==> src/rtl/mul_share_arbiter.sv <==
// Round-robin share of one online signed-digit multiplier between two
// requesters, with a drain watchdog that recovers a stalled multiplier.
module mul_share_arbiter #(
   parameter int DIGITS  = 8,
   parameter int TIMEOUT = 64
) (
   input  logic       clk,
   input  logic       rst,
   input  logic       req0_vd,
   output logic       req0_rd,
   input  logic [1:0] req0_x,
   input  logic [1:0] req0_y,
   output logic       rsp0_vd,
   input  logic       rsp0_rd,
   output logic [1:0] rsp0_p,
   input  logic       req1_vd,
   output logic       req1_rd,
   input  logic [1:0] req1_x,
   input  logic [1:0] req1_y,
   output logic       rsp1_vd,
   input  logic       rsp1_rd,
   output logic [1:0] rsp1_p,
   output logic [1:0] mul_x,
   output logic [1:0] mul_y,
   output logic       mul_In_vd,
   input  logic       mul_In_rd,
   input  logic [1:0] mul_p,
   input  logic       mul_Out_vd,
   output logic       mul_Out_rd,
   output logic       owner,
   output logic       busy,
   output logic       err
);
   localparam int CW = $clog2(DIGITS + 1);
   localparam int WW = $clog2(TIMEOUT);
   localparam logic [CW-1:0] LAST   = CW'(DIGITS);
   localparam logic [WW-1:0] WD_MAX = WW'(TIMEOUT - 1);

   typedef enum logic [1:0] {IDLE, ISSUE, DRAIN} state_t;

   state_t        state;
   logic          last_owner;
   logic [CW-1:0] iss_cnt;
   logic [CW-1:0] ret_cnt;
   logic [WW-1:0] wd_cnt;
   logic          in_act;
   logic          out_act;
   logic          iss_hs;
   logic          ret_hs;
   logic          grant;
   logic [CW-1:0] iss_nxt;
   logic [CW-1:0] ret_nxt;

   assign in_act  = (state == ISSUE);
   assign out_act = (state != IDLE);
   assign iss_hs  = mul_In_vd & mul_In_rd;
   assign ret_hs  = mul_Out_vd & mul_Out_rd;
   assign iss_nxt = iss_cnt + CW'(iss_hs);
   assign ret_nxt = ret_cnt + CW'(ret_hs);
   // on a tie the requester that was not served last wins
   assign grant   = (req0_vd & req1_vd) ? ~last_owner : req1_vd;

   always_comb begin
      mul_x      = '0;
      mul_y      = '0;
      mul_In_vd  = 1'b0;
      req0_rd    = 1'b0;
      req1_rd    = 1'b0;
      rsp0_vd    = 1'b0;
      rsp1_vd    = 1'b0;
      rsp0_p     = '0;
      rsp1_p     = '0;
      mul_Out_rd = 1'b0;
      if (in_act) begin
         mul_x     = owner ? req1_x : req0_x;
         mul_y     = owner ? req1_y : req0_y;
         mul_In_vd = owner ? req1_vd : req0_vd;
         req0_rd   = ~owner & mul_In_rd;
         req1_rd   = owner & mul_In_rd;
      end
      if (out_act) begin
         rsp0_vd    = ~owner & mul_Out_vd;
         rsp1_vd    = owner & mul_Out_vd;
         rsp0_p     = owner ? 2'b00 : mul_p;
         rsp1_p     = owner ? mul_p : 2'b00;
         mul_Out_rd = owner ? rsp1_rd : rsp0_rd;
      end
   end

   always_ff @(posedge clk) begin
      if (rst) begin
         state      <= IDLE;
         busy       <= 1'b0;
         owner      <= 1'b0;
         last_owner <= 1'b1;
         iss_cnt    <= '0;
         ret_cnt    <= '0;
         wd_cnt     <= '0;
         err        <= 1'b0;
      end else begin
         unique case (state)
            IDLE: begin
               if (req0_vd | req1_vd) begin
                  owner   <= grant;
                  iss_cnt <= '0;
                  ret_cnt <= '0;
                  wd_cnt  <= '0;
                  state   <= ISSUE;
                  busy    <= 1'b1;
               end
            end
            ISSUE: begin
               iss_cnt <= iss_nxt;
               ret_cnt <= ret_nxt;
               if (ret_nxt == LAST) begin
                  state      <= IDLE;
                  busy       <= 1'b0;
                  last_owner <= owner;
               end else if (iss_nxt == LAST) begin
                  state <= DRAIN;
               end
            end
            DRAIN: begin
               ret_cnt <= ret_nxt;
               if (ret_hs) begin
                  wd_cnt <= '0;
                  if (ret_nxt == LAST) begin
                     state      <= IDLE;
                     busy       <= 1'b0;
                     last_owner <= owner;
                  end
               end else if (wd_cnt == WD_MAX) begin
                  err        <= 1'b1;
                  state      <= IDLE;
                  busy       <= 1'b0;
                  last_owner <= owner;
               end else begin
                  wd_cnt <= wd_cnt + 1'b1;
               end
            end
            default: begin
               state <= IDLE;
               busy  <= 1'b0;
            end
         endcase
      end
   end

endmodule

==> config.mk <==
export PLATFORM = sky130hd
export DESIGN_NAME = mul_share_arbiter
export DESIGN_NICKNAME = d
export VERILOG_FILES = /design/src/rtl/mul_share_arbiter.sv
export SDC_FILE = /design/constraint.sdc
export NUM_CORES = 1
export LEC_CHECK = 0
export CORE_MARGIN = 4
export CORE_UTILIZATION = 40
export DETAILED_ROUTE_END_ITERATION = 8
export PLACE_DENSITY = 0.67
export SETUP_SLACK_MARGIN = 0.05
export SLEW_MARGIN = 25
export SYNTH_ARGS = -nofsm -noshare
export SYNTH_HDL_FRONTEND = slang
export SYNTH_SLANG_ARGS = --single-unit
==> constraint.sdc <==
create_clock -name clk -period 4.8 [get_ports clk]
set_input_delay 0.72 -clock clk [delete_from_list [all_inputs] [get_ports clk]]
set_output_delay 0.72 -clock clk [all_outputs]
set_load 0.05 [all_outputs]
# Word-level counts from Yosys, hierarchy flattened
# Index checks and enable logic that the tools add are counted.
word_totals:
  register_bits: 20
  input_bits: 18
  out_inout_bits: 17
  elab_cells: 87
classes:
  addsub: 3
  eq_ne: 10
  muxes: 40
  bitwise: 11
  reduce_logical: 15
op_table:
  columns: ["cell", "count"]
  rows:
  - ["$mux 2", 14]
  - ["$mux 6", 3]
  - ["$mux 1", 16]
  - ["$pmux 4 s2", 2]
  - ["$pmux 6 s2", 1]
  - ["$reduce_and 2->1", 5]
  - ["$reduce_bool 2->1", 5]
  - ["$ne 3x3->1 const B", 3]
  - ["$add 4x1->4", 2]
  - ["$eq 4x4->1 const B", 2]
  - ["$and 1x1->1", 7]
  - ["$add 6x1->6 const B", 1]
  - ["$eq 6x6->1 const B", 1]
  - ["$pmux 2 s3", 1]
  - ["$reduce_and 3->1", 2]
  - ["$mux 4", 1]
  - ["$reduce_and 4->1", 1]
  - ["$ne 3x1->1 const B", 1]
  - ["$not 1->1", 3]
  - ["$pmux 1 s3", 1]
  - ["$eq 2x1->1 const B", 1]
  - ["$eq 2x2->1 const B", 1]
  - ["$logic_not 2->1", 1]
  - ["$ne 2x2->1 const B", 1]
  - ["3 further kinds", 3]

# Longest topological paths before layout
# Gate-level depths: netlist (run 1).
depth:
  ltp_word: 8
  mapped_depth: 11
  depth_no_buf: 11

# Least setup slack after synthesis (run 1)
# Ideal clock, no wire load.
synth_timing:
  kind: "reg2reg"
  startpoint: "register owner"
  endpoint: "register state[0]"
  setup_ns: 0.072
  arrival_time_ns: 2.961
  required_ns: 4.728
  setup_slack_ns: 1.768
  path_stages_with_launch: 12
  path_buffers: 1
  period_less_slack_ns: 3.032
  path_cell_list: "dfxtp_1 buf_6 mux2i_1 nor2b_1 and2_1 ha_1 ha_1 nor2_1 and3_1 o211ai_1 a21oi_1 mux2i_1"
synth_via:
  elab_chain_len: 7
  elab_cells_between_ends: 17
  classes_between: "2 x add/sub; 5 x eq/ne; 7 x mux; 2 x bitwise; 1 x reduce/logical"
synth_lines:
  columns: ["element", "line_no", "text"]
  rows:
  - ["start: declaration", "30", "output logic owner,"]
  - ["start signal: assignment", "104", "owner <= grant;"]
  - ["$mux 1", "77", "mul_In_vd = owner ? req1_vd : req0_vd;"]
  - ["$mux 1", "74", "if (in_act) begin"]
  - ["named net mul_In_vd", "25", "output logic mul_In_vd,"]
  - ["$and 1x1->1", "56", "assign iss_hs = mul_In_vd & mul_In_rd;"]
  - ["$add 4x1->4", "58", "assign iss_nxt = iss_cnt + CW'(iss_hs);"]
  - ["$eq 4x4->1", "119", "end else if (iss_nxt == LAST) begin"]
  - ["$ne 3x1->1 (no line)", null, null]
  - ["$reduce_and 4->1 (no line)", null, null]
  - ["end signal: assignment", "116", "state <= IDLE;"]
  - ["end signal: assignment", "120", "state <= DRAIN;"]
  - ["end signal: assignment", "128", "state <= IDLE;"]
  - ["end: declaration", "41", "state_t state;"]
# The timed path passes the listed nets, and every way through them passes these cells.
# A chain may end at the register's enable or synchronous reset.

# Worst setup path after layout (run 1)
layout_timing:
  startpoint: "register state[0]"
  endpoint: "output port rsp1_vd"
layout_via:
  elab_chain_len: 2
layout_lines:
  columns: ["element", "line_no", "text"]
  rows:
  - ["start signal: assignment", "92", "state <= IDLE;"]
  - ["start signal: assignment", "108", "state <= ISSUE;"]
  - ["start signal: assignment", "116", null]
  - ["$reduce_bool 2->1", "55", "assign out_act = (state != IDLE);"]
  - ["$mux 1", "81", "if (out_act) begin"]
  - ["end: declaration", "20", "output logic rsp1_vd,"]
# Every way passes these cells.

==> results.sh, run 1 <==
export IMPL_max_freq_mhz=302
export IMPL_cts_path_max_buffers=2
export IMPL_synth_area_leaders="dfxtp_1 (29%), ha_1 (9.0%), nor2_1 (7.5%), mux2i_1 (6.5%), a32oi_1 (3.1%)"
export IMPL_firstDrtPassIters=4
export IMPL_post_route_period_util_pct=69.0
export IMPL_cts_hold_buf=0
export IMPL_fin_worst_skew_ps=3.18
export IMPL_vias=1309
export IMPL_synth_top_flop_cell="dfxtp_1"
export IMPL_finalSetupViolCount=0
export IMPL_cts_tree="built"
export IMPL_grt_pass1_wl_um=5550
export IMPL_synth_cell_types=42
export IMPL_cts_setup_buffers=0
export IMPL_routed_wl_um=3370
export IMPL_coreArea_um2=3360
export IMPL_status="completed"
export IMPL_critPathMaxFanout=17
export IMPL_grt_max_degree=19
export IMPL_antenna_found_initial=0
export IMPL_tightest_slew_ps=716
export IMPL_die_area_um2=4490
export IMPL_avgRoutedWirePerCell_um=13.9
export IMPL_min_period_ps=3310
export IMPL_ys_top_cells_by_count="nor2_1 (28), dfxtp_1 (20), nand2_1 (11)"
export IMPL_arrival_ps=2590
export IMPL_h_tree_depth=1
export IMPL_synth_edff_count=0
export IMPL_maxCapViolCount=0
export IMPL_async_reset_ff_share_pct=0
export IMPL_synthesis_area_um2=1390
export IMPL_viasPerCell=5.39
export IMPL_initial_core_util_pct=41.4
export IMPL_path_class="flop to output pin"
export IMPL_dp_hpwl_um=2600
export IMPL_clock_latency_ps=310
export IMPL_final_area_um2=1810
export IMPL_drt_iter0_drc=25
export IMPL_synth_top_area_cell="dfxtp_1"
export IMPL_clock_sinks=20
export IMPL_finish_net_count=226
export IMPL_syn_area_per_cell_um2=8.40
export IMPL_p_leak_nw=0.678
export IMPL_die_h_um=67.0
export IMPL_hp_class="flop to flop"
export IMPL_ir_drop_v=0.000213
export IMPL_num_rows=21
export IMPL_grt_use_total_pct=16.0
export IMPL_ys_seq_area_share_pct=28.7
export IMPL_port_buffers=34
export IMPL_hold_viol=0
export IMPL_cts_resized=0
export IMPL_rsz0062_at_grt="no"
export IMPL_drc=0
export IMPL_grt_pass1_vias=1281
export IMPL_yosysWarnings=0
export IMPL_final_antenna_net_count=0
export IMPL_cp_required_ps=4080
export IMPL_syn_nets=194
export IMPL_root_buffer="clkbuf_4"
export IMPL_setup_tns_ps=0
export IMPL_io_pins=35
export IMPL_ys_ff_latch=20
export IMPL_syn_inst=166
export IMPL_fp_dieW_um=67.0
export IMPL_overflow=0
export IMPL_dpl_cell_area_um2=1760
export IMPL_relSlewSlack_pct=52.2
export IMPL_area_growth_pct=29.9
export IMPL_clk_pin_slew_ps=110
export IMPL_cts_made_buffers=3
export IMPL_maxSlewViolCount=0
export IMPL_antennaDiodeCount=0
export IMPL_place_gp_congestion=0.814
export IMPL_yosysMostFrequentCell="nor2_1"
export IMPL_end_kind="output pin"
export IMPL_power_density_nw_per_um2=438
export IMPL_start_kind="flop"
export IMPL_yosys_area_top_type_share_pct=28.7
export IMPL_drive_above_1_share_pct=5.08
==> power by group <==
part / internal, W / switching [W] / leakage [nW]
logic: 0.000168 / 0.000275 / 0.488
clock network: 0.0000845 / 0.0000539 / 0.0279
registers: 0.000186 / 0.0000254 / 0.162
total: 0.000438 / 0.000355 / 0.678
==> path summary, 6_finish.rpt <==
| check | depth (start not counted) | slack (ps) | to | startpoint |
|---|---|---|---|---|
| setup / recovery | 5 | 1490 | rsp1_vd | state[0] |
| hold reg to reg | 2 | 490 | err | err |
| setup reg to reg | 9 | 1690 | state[0] | owner |
| hold / removal | 2 | 490 | err | err |
==> flip-flops by register name (all words and copies together), names as in the netlist <==
signal	count
owner	1
ret_cnt	4
busy	1
iss_cnt	4
last_owner	1
wd_cnt	6
err	1
state	2
==> routing by layer <==
metal	vias to the layer above	global-route usage (%)	routed length, µm
li1	654	-	-
met3	7	3.54	273
met4	0	7.34	65
met5	-	0	0
met2	42	28.2	1590
met1	606	17.9	1450
==> metrics by stage <==
stage          total power, W  util, %  setup WS, ps  cells  hold slack, ps
6_report             0.000793     53.8          1490    243             489
5_1_grt              0.000850     53.8          1340    243             520
3_3_place_gp         0.000648     52.3          1580    239             456
3_5_place_dp         0.000660     52.3          1470    239             477
4_1_cts              0.000801     53.8          1460    243             498
2_1_floorplan        0.000537        -          1770    166             454
==> placed cells by master, fill, tap and decap left out, types with 2 or more instances in the layout <==
cell	n
and3b_1	2
mux2i_1	9
clkdlybuf4s50_1	34
nor2_1	28
a21oi_1	8
and2_1	2
xnor2_1	4
nand2_1	11
o21ai_0	7
a32oi_1	5
o211ai_1	2
xor2_1	3
dfxtp_1	20
and3_1	2
clkbuf_4	3
nor4_1	2
a31oi_1	2
nor3b_1	2
ha_1	10
nand2b_1	6
nor2b_1	6
inv_1	4
nand3_1	6
==> logic make-up after synthesis <==
| kind of cell | share of synthesized area [%] |
|---|---|
| AO/OA/AOI/OAI | 16.0 |
| XOR/XNOR | 4.40 |
| flip-flops | 28.7 |
| adder cells (fa/ha/maj) | 8.98 |
| buffers and inverters | 3.50 |
| AND/OR/NAND/NOR | 29.9 |
| multiplexers | 8.53 |
==> final cells by class <==
class                      instances  area [µm²]
sequential                        20         400
timing repair buffer              34         340
inverter                           4        15.0
fill                             329        1550
tap                               46        57.6
clock inverter                     1        30.0
multi-input combinational        135         945
clock buffer                       3        22.5
==> critical path, stage by stage, from the launching register on <==
cell and delay, ps:
dfxtp_1 400, inv_1 100, ha_1 400, nor2b_1 390, and2_1 190, clkdlybuf4s50_1 800
Power figures use the tool's default switching activity.
==> run 2: changes to the inputs <==
- clock period: 4.8 -> 3.13 ns (I/O delays scaled with it)
==> results.sh, run 2 (same netlist as run 1, synthesis figures left out) <==
export IMPL_die_h_um=67.0
export IMPL_clk_pin_slew_ps=130
export IMPL_finalSetupViolCount=0
export IMPL_cts_made_buffers=3
export IMPL_avgRoutedWirePerCell_um=13.9
export IMPL_power_density_nw_per_um2=678
export IMPL_sequentialPowerShare_pct=25.1
export IMPL_end_kind="output pin"
export IMPL_tightest_slew_ps=635
export IMPL_port_buffers=34
export IMPL_grt_use_total_pct=16.4
export IMPL_relSlewSlack_pct=57.5
export IMPL_worst_path_dominant_cell_family="buffers and inverters"
export IMPL_place_gp_congestion=0.825
export IMPL_drc=0
export IMPL_hold_viol=0
export IMPL_cp_slowest_cell="clkdlybuf4s50_1"
export IMPL_area_growth_pct=32.1
export IMPL_initial_core_util_pct=41.4
export IMPL_utilization_pct=54.8
export IMPL_status="completed"
export IMPL_clock_latency_ps=310
export IMPL_firstDrtPassIters=4
export IMPL_io_pins=35
export IMPL_cts_hold_buf=0
export IMPL_clock_sinks=20
export IMPL_fp_dieW_um=67.0
export IMPL_coreArea_um2=3360
export IMPL_critical_path_buf_inv_count=3
export IMPL_grt_pass1_wl_um=5710
export IMPL_ir_drop_v=0.000252
export IMPL_drive_above_1_share_pct=7.96
export IMPL_post_route_period_util_pct=87.5
export IMPL_maxCapViolCount=0
export IMPL_dp_hpwl_um=2660
export IMPL_cts_tree="built"
export IMPL_fin_worst_skew_ps=13.4
export IMPL_rsz0062_at_grt="no"
export IMPL_arrival_ps=2270
export IMPL_grt_pass1_vias=1340
export IMPL_max_freq_mhz=365
export IMPL_viasPerCell=5.40
export IMPL_p_leak_nw=0.700
export IMPL_critPathMaxFanout=16
export IMPL_antenna_found_initial=0
export IMPL_die_area_um2=4490
export IMPL_maxSlewViolCount=0
export IMPL_dpl_cell_area_um2=1790
export IMPL_largest_register_ffs=6
export IMPL_intPower_w=0.000692
export IMPL_finish_net_count=230
export IMPL_start_kind="flop"
export IMPL_layout_common_cells="clkdlybuf4s50_1 (33), nor2_1 (28), dfxtp_1 (20), nand2_1 (11), ha_1 (10)"
export IMPL_final_area_um2=1840
export IMPL_cts_setup_buffers=0
export IMPL_clkPwrFrac_pct=17.2
export IMPL_drt_iter0_drc=68
export IMPL_h_tree_depth=1
export IMPL_cp_required_ps=2660
export IMPL_power_switching_fraction_pct=44.5
export IMPL_routed_wl_um=3440
export IMPL_top_regs="wd_cnt (6), iss_cnt (4), ret_cnt (4)"
export IMPL_regMostFlops="wd_cnt"
export IMPL_grt_max_degree=19
export IMPL_netSwitchingPower_w=0.000556
export IMPL_cp_cell_sequence="inv_1 -> ha_1 -> buf_4 -> nor3b_1 -> clkdlybuf4s50_1"
export IMPL_num_rows=21
export IMPL_hp_class="flop to flop"
export IMPL_vias=1335
export IMPL_setup_tns_ps=0
export IMPL_path_class="flop to output pin"
export IMPL_layout_commonest_cell="clkdlybuf4s50_1"
export IMPL_final_antenna_net_count=0
export IMPL_overflow=0
export IMPL_combPwrFrac_pct=57.7
export IMPL_min_period_ps=2740
export IMPL_antennaDiodeCount=0
export IMPL_root_buffer="clkbuf_4"
export IMPL_cts_path_max_buffers=2
export IMPL_cpPeakStageDelay_ps=840
==> run 2: changes by cell type in the layout (fill, tap and decap cells not counted), sizes merged <==
cell,previous run,this run
buf,0,5
clkdlybuf4s50,34,33
==> run 2: cell type report <==
| class | instances | area [µm²] |
|---|---|---|
| clock buffers | 3 | 22.5 |
| clock inverters | 1 | 30.0 |
| fillers | 316 | 1520 |
| inverters | 4 | 15.0 |
| multi-input cells | 135 | 948 |
| flip-flops and latches | 20 | 400 |
| well taps | 46 | 57.6 |
| repair buffers | 38 | 368 |
==> run 2: through the flow <==
step	setup slack (ps)	power (W)	hold slack, ps	std cells
after floorplan	97.8	0.000824	454	166
after global placement	287	0.00102	460	243
after detailed placement	170	0.00104	463	243
after CTS	329	0.00125	499	247
after global routing	149	0.00133	542	247
final	390	0.00125	492	247
==> run 2: final timing paths <==
path	startpoint	to	slack [ps]	cells after the start
setup / recovery	state[0]	rsp0_p[0]	390	5
hold / removal	err	err	490	2
setup reg to reg	state[0]	state[1]	400	11
hold reg to reg	err	err	490	2
==> run 2: repair_timing <==
action / in CTS / in global routing
resized for setup: 0 / 1
setup endpoints to repair: 0 / 1
hold endpoints to repair: 0 / 0
==> run 2: worst register-to-register path, cell delays in order (launching register included) <==
cell	delay, ps
dfxtp_1	410
inv_1	100
ha_1	240
nand2b_1	190
nor2_1	200
ha_1	260
ha_1	230
xor2_1	110
nor4b_4	370
a21oi_1	130
a21oi_2	210
mux2i_1	210
==> run 2: power by group through the flow <==
stage	sequential, W	clock (W)	combinational [W]
2_1_floorplan	0.000341	0	0.000483
3_3_place_gp	0.000315	0	0.000701
3_5_place_dp	0.000318	0	0.000717
4_1_cts	0.000312	0.000220	0.000721
5_1_grt	0.000316	0.000235	0.000779
6_report	0.000313	0.000215	0.000720
==> run 2: metal layers <==
metal / GRT usage (%) / part of all wire (%) / vias up
li1: - / - / 658
met3: 3.54 / 7.5 / 6
met4: 8.10 / 1.5 / 0
met5: 0 / 0 / -
met1: 19.0 / 44 / 625
met2: 28.0 / 47 / 46
==> run 3: changes to the inputs <==
- CTS_BUF_LIST: default -> sky130_fd_sc_hd__clkbuf_4 sky130_fd_sc_hd__clkbuf_8
- PLACE_DENSITY: 0.67 -> 0.64
==> results.sh, run 3 (same netlist as run 1, synthesis figures left out) <==
export IMPL_status="completed"
export IMPL_drc=0
export IMPL_arrival_ps=2360
export IMPL_grt_pass1_vias=1277
export IMPL_maxCapViolCount=0
export IMPL_grt_pass1_wl_um=5660
export IMPL_overflow=0
export IMPL_io_pins=35
export IMPL_num_rows=21
export IMPL_ir_drop_v=0.000245
export IMPL_cts_tree="built"
export IMPL_finish_net_count=232
export IMPL_r2r_cells=11
export IMPL_place_ws_ps=187
export IMPL_dp_hpwl_um=2730
export IMPL_top_regs="wd_cnt (6), iss_cnt (4), ret_cnt (4)"
export IMPL_clk_pin_slew_ps=110
export IMPL_root_buffer="clkbuf_4"
export IMPL_largest_register_ffs=6
export IMPL_reg2reg_from="state[0]"
export IMPL_tightest_slew_ps=646
export IMPL_critPathMaxFanout=16
export IMPL_path_class="flop to output pin"
export IMPL_die_h_um=67.0
export IMPL_rsz0062_at_grt="no"
export IMPL_initial_core_util_pct=41.4
export IMPL_reg2reg_slack_ps=320
export IMPL_cts_resized=0
export IMPL_cts_setup_buffers=0
export IMPL_place_gp_congestion=0.788
export IMPL_layout_commonest_cell="clkdlybuf4s50_1"
export IMPL_cts_path_max_buffers=2
export IMPL_relSlewSlack_pct=56.8
export IMPL_fin_worst_skew_ps=7.67
export IMPL_final_antenna_net_count=0
export IMPL_grt_use_total_pct=16.2
export IMPL_start_kind="flop"
export IMPL_routed_wl_um=3430
export IMPL_h_tree_depth=1
export IMPL_fp_dieW_um=67.0
export IMPL_critPathCapture="rsp1_vd"
export IMPL_min_period_ps=2830
export IMPL_drive_above_1_share_pct=7.43
export IMPL_max_freq_mhz=354
export IMPL_p_leak_nw=0.694
export IMPL_port_buffers=34
export IMPL_regMostFlops="wd_cnt"
export IMPL_drt_iter0_drc=61
export IMPL_end_kind="output pin"
export IMPL_viasPerCell=5.41
export IMPL_final_hold_worst_slack_ps=485
export IMPL_grt_max_degree=19
export IMPL_worstReg2RegEnd="state[1]"
export IMPL_avgRoutedWirePerCell_um=13.8
export IMPL_antennaDiodeCount=0
export IMPL_maxSlewViolCount=0
export IMPL_antenna_found_initial=0
export IMPL_post_route_period_util_pct=90.3
export IMPL_nFillCells=330
export IMPL_fin_ws_ps=303
export IMPL_hold_viol=0
export IMPL_vias=1342
export IMPL_cp_required_ps=2660
export IMPL_holdPathStages=2
export IMPL_startpoint="state[0]"
export IMPL_die_area_um2=4490
export IMPL_setup_tns_ps=0
export IMPL_hp_class="flop to flop"
export IMPL_firstDrtPassIters=4
export IMPL_area_growth_pct=31.0
export IMPL_power_density_nw_per_um2=633
export IMPL_clock_sinks=20
export IMPL_coreArea_um2=3360
export IMPL_clock_latency_ps=290
export IMPL_cts_hold_buf=0
export IMPL_layout_common_cells="clkdlybuf4s50_1 (34), nor2_1 (28), dfxtp_1 (20), nand2_1 (11), ha_1 (10)"
export IMPL_cts_made_buffers=3
export IMPL_finalSetupViolCount=0
-- run 3: cell type report --
cell class / count / area (µm²) / share of cell area (%)
Timing Repair Buffer: 40 / 385 / 21.1
Inverter: 4 / 15.0 / 0.822
Clock buffer: 3 / 22.5 / 1.23
Sequential cell: 20 / 400 / 21.9
Multi-Input combinational cell: 135 / 945 / 51.7
Tap cell: 46 / 57.6 / 3.15
-- run 3: per-layer routing --
metal / track usage (%) / part of all wire [%] / up-vias
met3: 3.20 / 9.0 / 4
met4: 5.32 / 0.99 / 0
met1: 20.6 / 45 / 621
met2: 27.2 / 45 / 48
li1: - / - / 669
met5: 0 / 0 / -
-- run 3: critical path: stages (launching register included) --
cell and delay [ps]:
dfxtp_1 420, inv_1 110, ha_1 230, buf_4 190, nor2b_1 170, and2_1 150, clkdlybuf4s50_1 800
-- run 3: how the worst min path moves through the flow --
stage	from	endpoint	slack (ps)
floorplan	ret_cnt[0]	ret_cnt[0]	450
global placement	err	err	450
detailed placement	err	err	460
CTS	ret_cnt[0]	ret_cnt[0]	490
global route	ret_cnt[0]	ret_cnt[0]	510
finish	ret_cnt[0]	ret_cnt[0]	490
-- run 3: power by group --
part	internal (W)	leakage, nW	switching, W	total, W
logic	0.000280	0.518	0.000441	0.000722
registers	0.000286	0.162	0.0000319	0.000318
clock network	0.0000447	0.0138	0.0000721	0.000117
total	0.000611	0.694	0.000545	0.00116
-- run 3: through the flow --
stage          power [W]  utilization (%)  std cells  instance area (µm²)
3_3_place_gp     0.00103             53.6        245                 1800
3_5_place_dp     0.00104             53.6        245                 1800
6_report         0.00116             54.3        248                 1830
4_1_cts          0.00117             54.3        248                 1830
5_1_grt          0.00124             54.3        248                 1830
2_1_floorplan   0.000824                -        166                 1390
